`config.mk`:
```
export PLATFORM = sky130hd
export DESIGN_NAME = player_motion_ctrl
export DESIGN_NICKNAME = d
export VERILOG_FILES = /design/src/rtl/player_motion_ctrl.sv
export SDC_FILE = /design/constraint.sdc
export NUM_CORES = 1
export LEC_CHECK = 0
export CELL_PAD_IN_SITES_DETAIL_PLACEMENT = 1
export CELL_PAD_IN_SITES_GLOBAL_PLACEMENT = 1
export CORE_ASPECT_RATIO = 1.2
export CORE_MARGIN = 10
export CORE_UTILIZATION = 35
export CTS_CLUSTER_DIAMETER = 50
export DETAILED_ROUTE_END_ITERATION = 12
export PLACE_DENSITY = 0.78
export SKIP_CTS_REPAIR_TIMING = 1
export SKIP_LAST_GASP = 1
export SLEW_MARGIN = 15
export SYNTH_ARGS = -nofsm -noshare
export SYNTH_HDL_FRONTEND = slang
export SYNTH_SLANG_ARGS = --single-unit
```
`constraint.sdc`:
```
create_clock -name clk -period 2.6 [get_ports clk]
set_input_delay 0.52 -clock clk [delete_from_list [all_inputs] [get_ports clk]]
set_output_delay 0.52 -clock clk [all_outputs]
set_load 0.05 [all_outputs]
```
`src/rtl/player_motion_ctrl.sv`:
```
// Tick-based player motion controller: jump/gravity physics, cliff fall, landing cooldown,
// run animation and packed sprite descriptor. Optional air jump with `define DOUBLE_JUMP_EN.
module player_motion_ctrl #(
    parameter int GROUND_Y       = 400,
    parameter int MIN_Y          = 32,
    parameter int FLOOR_Y        = 480,
    parameter int X_START        = 80,
    parameter int TICK_CYCLES    = 100000,
    parameter int JUMP_V0        = 8,
    parameter int GRAVITY        = 1,
    parameter int MAX_FALL_V     = 8,
    parameter int COOLDOWN_TICKS = 4,
    parameter int NUM_FRAMES     = 5,
    parameter int FRAME_TICKS    = 10,
    parameter int EDGE_HIST      = 8
) (
    input  logic        clk,
    input  logic        reset,
    input  logic        jump,
    input  logic        game_over,
    input  logic        on_ground,
    output logic [9:0]  pos_x,
    output logic [9:0]  pos_y,
    output logic [7:0]  vel,
    output logic [1:0]  state,
    output logic        fell,
    output logic [31:0] sprite_desc
);

    localparam int TW  = (TICK_CYCLES > 1) ? $clog2(TICK_CYCLES) : 1;
    localparam int PW  = (FRAME_TICKS > 1) ? $clog2(FRAME_TICKS) : 1;
    localparam int CDW = (COOLDOWN_TICKS > 0) ? $clog2(COOLDOWN_TICKS + 1) : 1;

    localparam logic signed [10:0] GROUND_Y_S = 11'(GROUND_Y);
    localparam logic signed [10:0] MIN_Y_S    = 11'(MIN_Y);
    localparam logic signed [10:0] FLOOR_Y_S  = 11'(FLOOR_Y);
    localparam logic signed [7:0]  JUMP_VEL   = 8'(-JUMP_V0);
    localparam logic signed [8:0]  GRAV_S     = 9'(GRAVITY);
    localparam logic signed [8:0]  MAXV_S     = 9'(MAX_FALL_V);

    typedef enum logic [1:0] {
        ST_GROUNDED = 2'd0,
        ST_AIRBORNE = 2'd1,
        ST_FELL     = 2'd2
    } state_t;

    logic [TW-1:0]        r_tick_cnt;
    logic [EDGE_HIST-1:0] r_hist;
    logic [9:0]           r_y;
    logic signed [7:0]    r_vel;
    state_t               r_state;
    logic                 r_fell;
    logic [2:0]           r_frame;
    logic [PW-1:0]        r_phase;
    logic [CDW-1:0]       r_cooldown;

    logic                 w_tick;
    logic                 w_run;
    logic                 w_jreq;
    logic                 w_ground_accept;
    logic                 w_air_accept;
    logic                 w_dj_used;
    logic signed [10:0]   w_y_s;
    logic signed [10:0]   w_vel_s;
    logic signed [10:0]   w_ny;
    logic                 w_hit_ceil;
    logic                 w_land;
    logic                 w_hit_floor;
    logic [2:0]           w_row;
    logic [2:0]           w_col;

    // Gravity step with downward speed cap.
    function automatic logic signed [7:0] sat_fall(input logic signed [7:0] v);
        logic signed [8:0] s;
        s = {v[7], v} + GRAV_S;
        return (s > MAXV_S) ? MAXV_S[7:0] : s[7:0];
    endfunction

    assign w_tick          = (r_tick_cnt == TW'(TICK_CYCLES - 1));
    assign w_run           = w_tick & ~game_over;
    assign w_jreq          = jump & (r_hist == '0);
    assign w_ground_accept = w_jreq & ~game_over & (r_state == ST_GROUNDED) & (r_cooldown == '0);

    assign w_y_s   = {1'b0, r_y};
    assign w_vel_s = {{3{r_vel[7]}}, r_vel};
    assign w_ny    = w_y_s + w_vel_s;

    assign w_hit_ceil  = (w_ny < MIN_Y_S);
    assign w_land      = ~w_hit_ceil & ~r_vel[7] & on_ground &
                         (w_y_s <= GROUND_Y_S) & (w_ny >= GROUND_Y_S);
    assign w_hit_floor = ~w_hit_ceil & ~w_land & (w_ny >= FLOOR_Y_S);

`ifdef DOUBLE_JUMP_EN
    logic r_dj_used;

    assign w_air_accept = w_jreq & ~game_over & (r_state == ST_AIRBORNE) & ~r_dj_used;
    assign w_dj_used    = r_dj_used;

    always_ff @(posedge clk) begin
        if (reset) begin
            r_dj_used <= 1'b0;
        end else if (w_air_accept) begin
            r_dj_used <= 1'b1;
        end else if (w_run && r_state == ST_AIRBORNE && w_land) begin
            r_dj_used <= 1'b0;
        end
    end
`else
    assign w_air_accept = 1'b0;
    assign w_dj_used    = 1'b0;
`endif

    always_ff @(posedge clk) begin
        if (reset) begin
            r_tick_cnt <= '0;
            r_hist     <= '0;
            r_y        <= 10'(GROUND_Y);
            r_vel      <= '0;
            r_state    <= ST_GROUNDED;
            r_fell     <= 1'b0;
            r_frame    <= '0;
            r_phase    <= '0;
            r_cooldown <= '0;
        end else begin
            r_hist     <= (r_hist << 1) | EDGE_HIST'(jump);
            r_tick_cnt <= w_tick ? '0 : r_tick_cnt + 1'b1;

            // Run animation only advances on the ground; phase is kept across jumps.
            if (w_run && r_state == ST_GROUNDED) begin
                if (r_phase == PW'(FRAME_TICKS - 1)) begin
                    r_phase <= '0;
                    r_frame <= (r_frame == 3'(NUM_FRAMES - 1)) ? 3'd0 : r_frame + 3'd1;
                end else begin
                    r_phase <= r_phase + 1'b1;
                end
            end

            if (!game_over) begin
                case (r_state)
                    ST_GROUNDED: begin
                        if (w_ground_accept) begin
                            r_vel   <= JUMP_VEL;
                            r_state <= ST_AIRBORNE;
                        end else if (w_tick) begin
                            if (!on_ground) begin
                                r_vel   <= '0;
                                r_state <= ST_AIRBORNE;
                            end
                            if (r_cooldown != '0) begin
                                r_cooldown <= r_cooldown - 1'b1;
                            end
                        end
                    end
                    ST_AIRBORNE: begin
                        if (w_air_accept) begin
                            r_vel <= JUMP_VEL;
                        end else if (w_tick) begin
                            if (w_hit_ceil) begin
                                r_y   <= 10'(MIN_Y);
                                r_vel <= '0;
                            end else if (w_land) begin
                                r_y        <= 10'(GROUND_Y);
                                r_vel      <= '0;
                                r_state    <= ST_GROUNDED;
                                r_cooldown <= CDW'(COOLDOWN_TICKS);
                            end else if (w_hit_floor) begin
                                r_y     <= 10'(FLOOR_Y);
                                r_vel   <= '0;
                                r_state <= ST_FELL;
                                r_fell  <= 1'b1;
                            end else begin
                                r_y   <= w_ny[9:0];
                                r_vel <= sat_fall(r_vel);
                            end
                        end
                    end
                    default: ;
                endcase
            end
        end
    end

    always_comb begin
        w_row = 3'd0;
        w_col = 3'd0;
        if (game_over) begin
            w_row = 3'd0;
            w_col = 3'd0;
        end else if (r_state == ST_FELL) begin
            w_row = 3'd2;
        end else if (r_state == ST_AIRBORNE) begin
            w_row = 3'd1;
            if (r_vel[7]) begin
                w_col = w_dj_used ? 3'd2 : 3'd0;
            end else begin
                w_col = 3'd1;
            end
        end else begin
            w_col = r_frame;
        end
    end

    assign pos_x       = 10'(X_START);
    assign pos_y       = r_y;
    assign vel         = r_vel;
    assign state       = r_state;
    assign fell        = r_fell;
    assign sprite_desc = {5'b10000, 1'b0, pos_x, pos_y, w_row, w_col};

endmodule

```
==> impl_results.rst <==
.. list-table::
   :header-rows: 1

   * - Metric
     - Value
   * - Final routed wirelength across all metal layers
     - 12000 µm
   * - GRT met1 Usage
     - 0.164
   * - Placed wire-length estimate
     - 9040 µm
   * - Most repeated library cell on the critical path
     - sky130_fd_sc_hd__a211oi_4
   * - CTS sink count
     - 56
   * - Count of final max-slew check failures
     - 0
   * - Count of final hold-check violations
     - 0
   * - Slowest stage cell on the critical path
     - sky130_fd_sc_hd__a221o_2
   * - Signed area change from the synthesized netlist to the final layout
     - 33.8%
   * - Number of standard cells after synthesis
     - 430
   * - RSZ-0062 raised after global routing
     - true
   * - Aggregate global-route resource usage
     - 0.148
   * - Yosys warns
     - 0
   * - Most frequent cells in the layout
     - sky130_fd_sc_hd__buf_4, sky130_fd_sc_hd__nor2_1, sky130_fd_sc_hd__dfxtp_1, sky130_fd_sc_hd__clkdlybuf4s50_1, sky130_fd_sc_hd__conb_1
   * - Type of element capturing the critical path
     - flop
   * - Post-placement setup slack
     - -0.396 ns
   * - Worst Setup Path Type
     - reg2reg
   * - Crit Path Max Fanout
     - 4
   * - Most common cell after layout, fill and taps aside
     - sky130_fd_sc_hd__buf_4
   * - Pin count of the biggest net entering global routing
     - 19
   * - Die Span Y
     - roughly 130 µm
   * - Number of levels in the clock H-tree
     - 2
   * - Maximum clock path buffer count
     - 2
   * - Arrival time of the worst setup path
     - 3.11 ns
   * - Global routing met3 resource utilization
     - 0.0328
   * - Worst hold margin
     - 0.466 ns
   * - Average wire length per cell after detail routing
     - 18.7 µm
   * - Lkg Pwr
     - approximately 1.9 nW
   * - Violated checks
     - negative setup slack
   * - Routing layer with the top usage in global route
     - met2
   * - Max Fclk
     - 0.343 GHz
   * - IO buf count
     - 40
   * - Count of unresolved DRC violations after routing
     - 0
   * - Number of antenna violations at the first check in global routing
     - 0
   * - Slew margin rel.
     - 0.555
   * - Cell area after technology mapping
     - 3600 µm²
   * - Number of iterations in the first detailed-routing pass
     - 4
   * - Setup slack after layout
     - -0.316 ns
   * - Synthesis-stage register bit count
     - 56
   * - Post-DRT Antenna Nets
     - 0
   * - CTS Root Buffer Type
     - sky130_fd_sc_hd__clkbuf_16
   * - Post-route fraction of the period consumed by the critical path
     - 1.12
   * - Critical path cell sequence
     - ha_4, fa_2, a211oi_4, o211ai_2, a221o_2, a311oi_4, o21ai_2, a211oi_4, mux2i_1, nor2_1
   * - Number of distinct standard cells referenced by the synthesized netlist
     - 63
   * - Clock slew at the register clock pins of the worst setup and hold paths
     - around 0.080 ns
   * - Area of the die
     - 14800 µm²
   * - Core Rows
     - 40
   * - TritonCTS clock tree
     - built
   * - Post-synthesis async set-or-reset flop share
     - 0
   * - Mean number of vias per cell
     - 5.41
   * - Buffers & Inverters on Critical Path
     - 0
   * - Share of post-route cells with drive strength above 1
     - 0.259
   * - Core region area
     - 10100 µm²
   * - Result of the run
     - finished, violations left
   * - Initial detailed-routing violation count
     - 181
   * - Primary flip-flop cell chosen by synthesis mapping
     - sky130_fd_sc_hd__dfxtp_1
   * - Post-Place Cell Area
     - 4460 µm²
   * - Final Critical Period
     - about 2.9 ns
   * - Data required time of the critical path
     - 2.80 ns
   * - Cell family with most CP delay
     - compound AO/OA/AOI/OAI gates
   * - Largest stage delay on the critical path
     - around 0.44 ns
   * - Vias
     - 3477
   * - Area taken by multi-input logic gates
     - 2390 µm²
   * - Grt total ovfl
     - 0
   * - Pwr dens
     - 438 nW/µm²
   * - Clock latency of the later-clocked register in the worst-skew pair
     - 0.31 ns
   * - Worst hold path type
     - reg2reg
   * - Max-cap violation count
     - 0
   * - Total clock buffers created by CTS
     - 5
   * - Actual slew at the worst max-slew pin
     - 0.667 ns
   * - Critical path startpoint category
     - flop
   * - Starting density of the core
     - 0.358
   * - Number of flops mapped to enable cells by yosys
     - 0
   * - Register area share after synthesis
     - 0.311
   * - # fillers
     - 1191
   * - Top-level port count
     - just under 70
   * - Final instance area
     - slightly below 5000 µm²
   * - Number of global-route vias before repair
     - around 3700
   * - GR Util met2
     - 0.262
   * - Global placer's final weighted congestion
     - 0.877
   * - Setup-failing EPs final
     - 23
   * - Global-route wire length before repair
     - 18500 µm
   * - Setup Skew
     - 0.0101 ns
   * - Sequential cell area
     - 1140 µm²
   * - Width of the chip
     - 113 µm
   * - Avg Inst Size Synth
     - approximately 8.4 µm²
   * - VDD IR-drop max
     - between 300 and 400 µV
   * - Layout Utilization
     - 0.479
   * - Total number of nets in the final design
     - 539
   * - Ant. Diodes
     - 0
flip-flops by register name, indices dropped and copies added (netlist names):
| signal | cells |
|---|---|
| r_cooldown | 3 |
| r_tick_cnt | 17 |
| state | 2 |
| r_frame | 3 |
| fell | 1 |
| r_hist | 8 |
| vel | 8 |
| pos_y | 10 |
| r_phase | 4 |
metal layers:
metal,routed length [µm],vias to the layer above,share of wire
li1,-,1653,-
met1,4810,1722,0.40
met2,6370,82,0.53
met3,502,20,0.042
met4,337,0,0.028
met5,0,-,0
cell type report:
type,instances,share of cell area
multi-input combinational,337,0.495
sequential,56,0.237
timing repair buffer,104,0.195
tap,126,0.0327
clock buffer,5,0.0260
inverter,12,0.00935
clock inverter,3,0.00441
metrics by stage:
| step | std cells | power, mW | TNS [ns] |
|---|---|---|---|
| 4_1_cts | 633 | 2.05 | -6.66 |
| 5_1_grt | 643 | 2.19 | -8.11 |
| 3_3_place_gp | 625 | 1.34 | -4.21 |
| 2_1_floorplan | 455 | 1.23 | -3.01 |
| 3_5_place_dp | 625 | 1.35 | -6.63 |
| 6_report | 643 | 2.11 | -5.29 |
kinds of logic after synthesis:
| logic type | share of synthesized area |
|---|---|
| AOI/OAI and AO/OA | 0.198 |
| other | 0.00208 |
| DFF | 0.311 |
| muxes | 0.0167 |
| xor gates and xnor gates | 0.0507 |
| buffers and inverters | 0.104 |
| adders and majority gates | 0.0646 |
| and+or+nand+nor | 0.253 |
power by group:
group | internal (mW) | switching (mW)
Combinational | 0.184 | 0.342
Clock | 0.360 | 0.346
Sequential | 0.868 | 0.0106
cell usage after synthesis, drive strengths merged, types with 10 or more instances:
cell	instances	share of area
clkbuf	11	0.012
nor2b	16	0.028
ha	17	0.059
buf	39	0.080
inv	12	0.013
o21ai	16	0.023
a21oi	26	0.037
nand3	13	0.019
nor3	11	0.021
nor2	61	0.064
nand2	16	0.017
dfxtp	56	0.31
xnor2	10	0.026
xor2	10	0.024
nand4	10	0.017
path summary, 6_finish.rpt:
kind / from / to / slack (ns) / cells after the start
worst max-delay path: pos_y[0]$_SDFFE_PP0P_ / r_cooldown[0]$_SDFFE_PP0P_ / -0.32 / 10
worst min-delay path: r_tick_cnt[0]$_SDFF_PP0_ / r_tick_cnt[0]$_SDFF_PP0_ / 0.47 / 1
worst max register to register: pos_y[0]$_SDFFE_PP0P_ / r_cooldown[0]$_SDFFE_PP0P_ / -0.32 / 10
worst min register to register: r_tick_cnt[0]$_SDFF_PP0_ / r_tick_cnt[0]$_SDFF_PP0_ / 0.47 / 1
(Power assumes the default switching activity.)
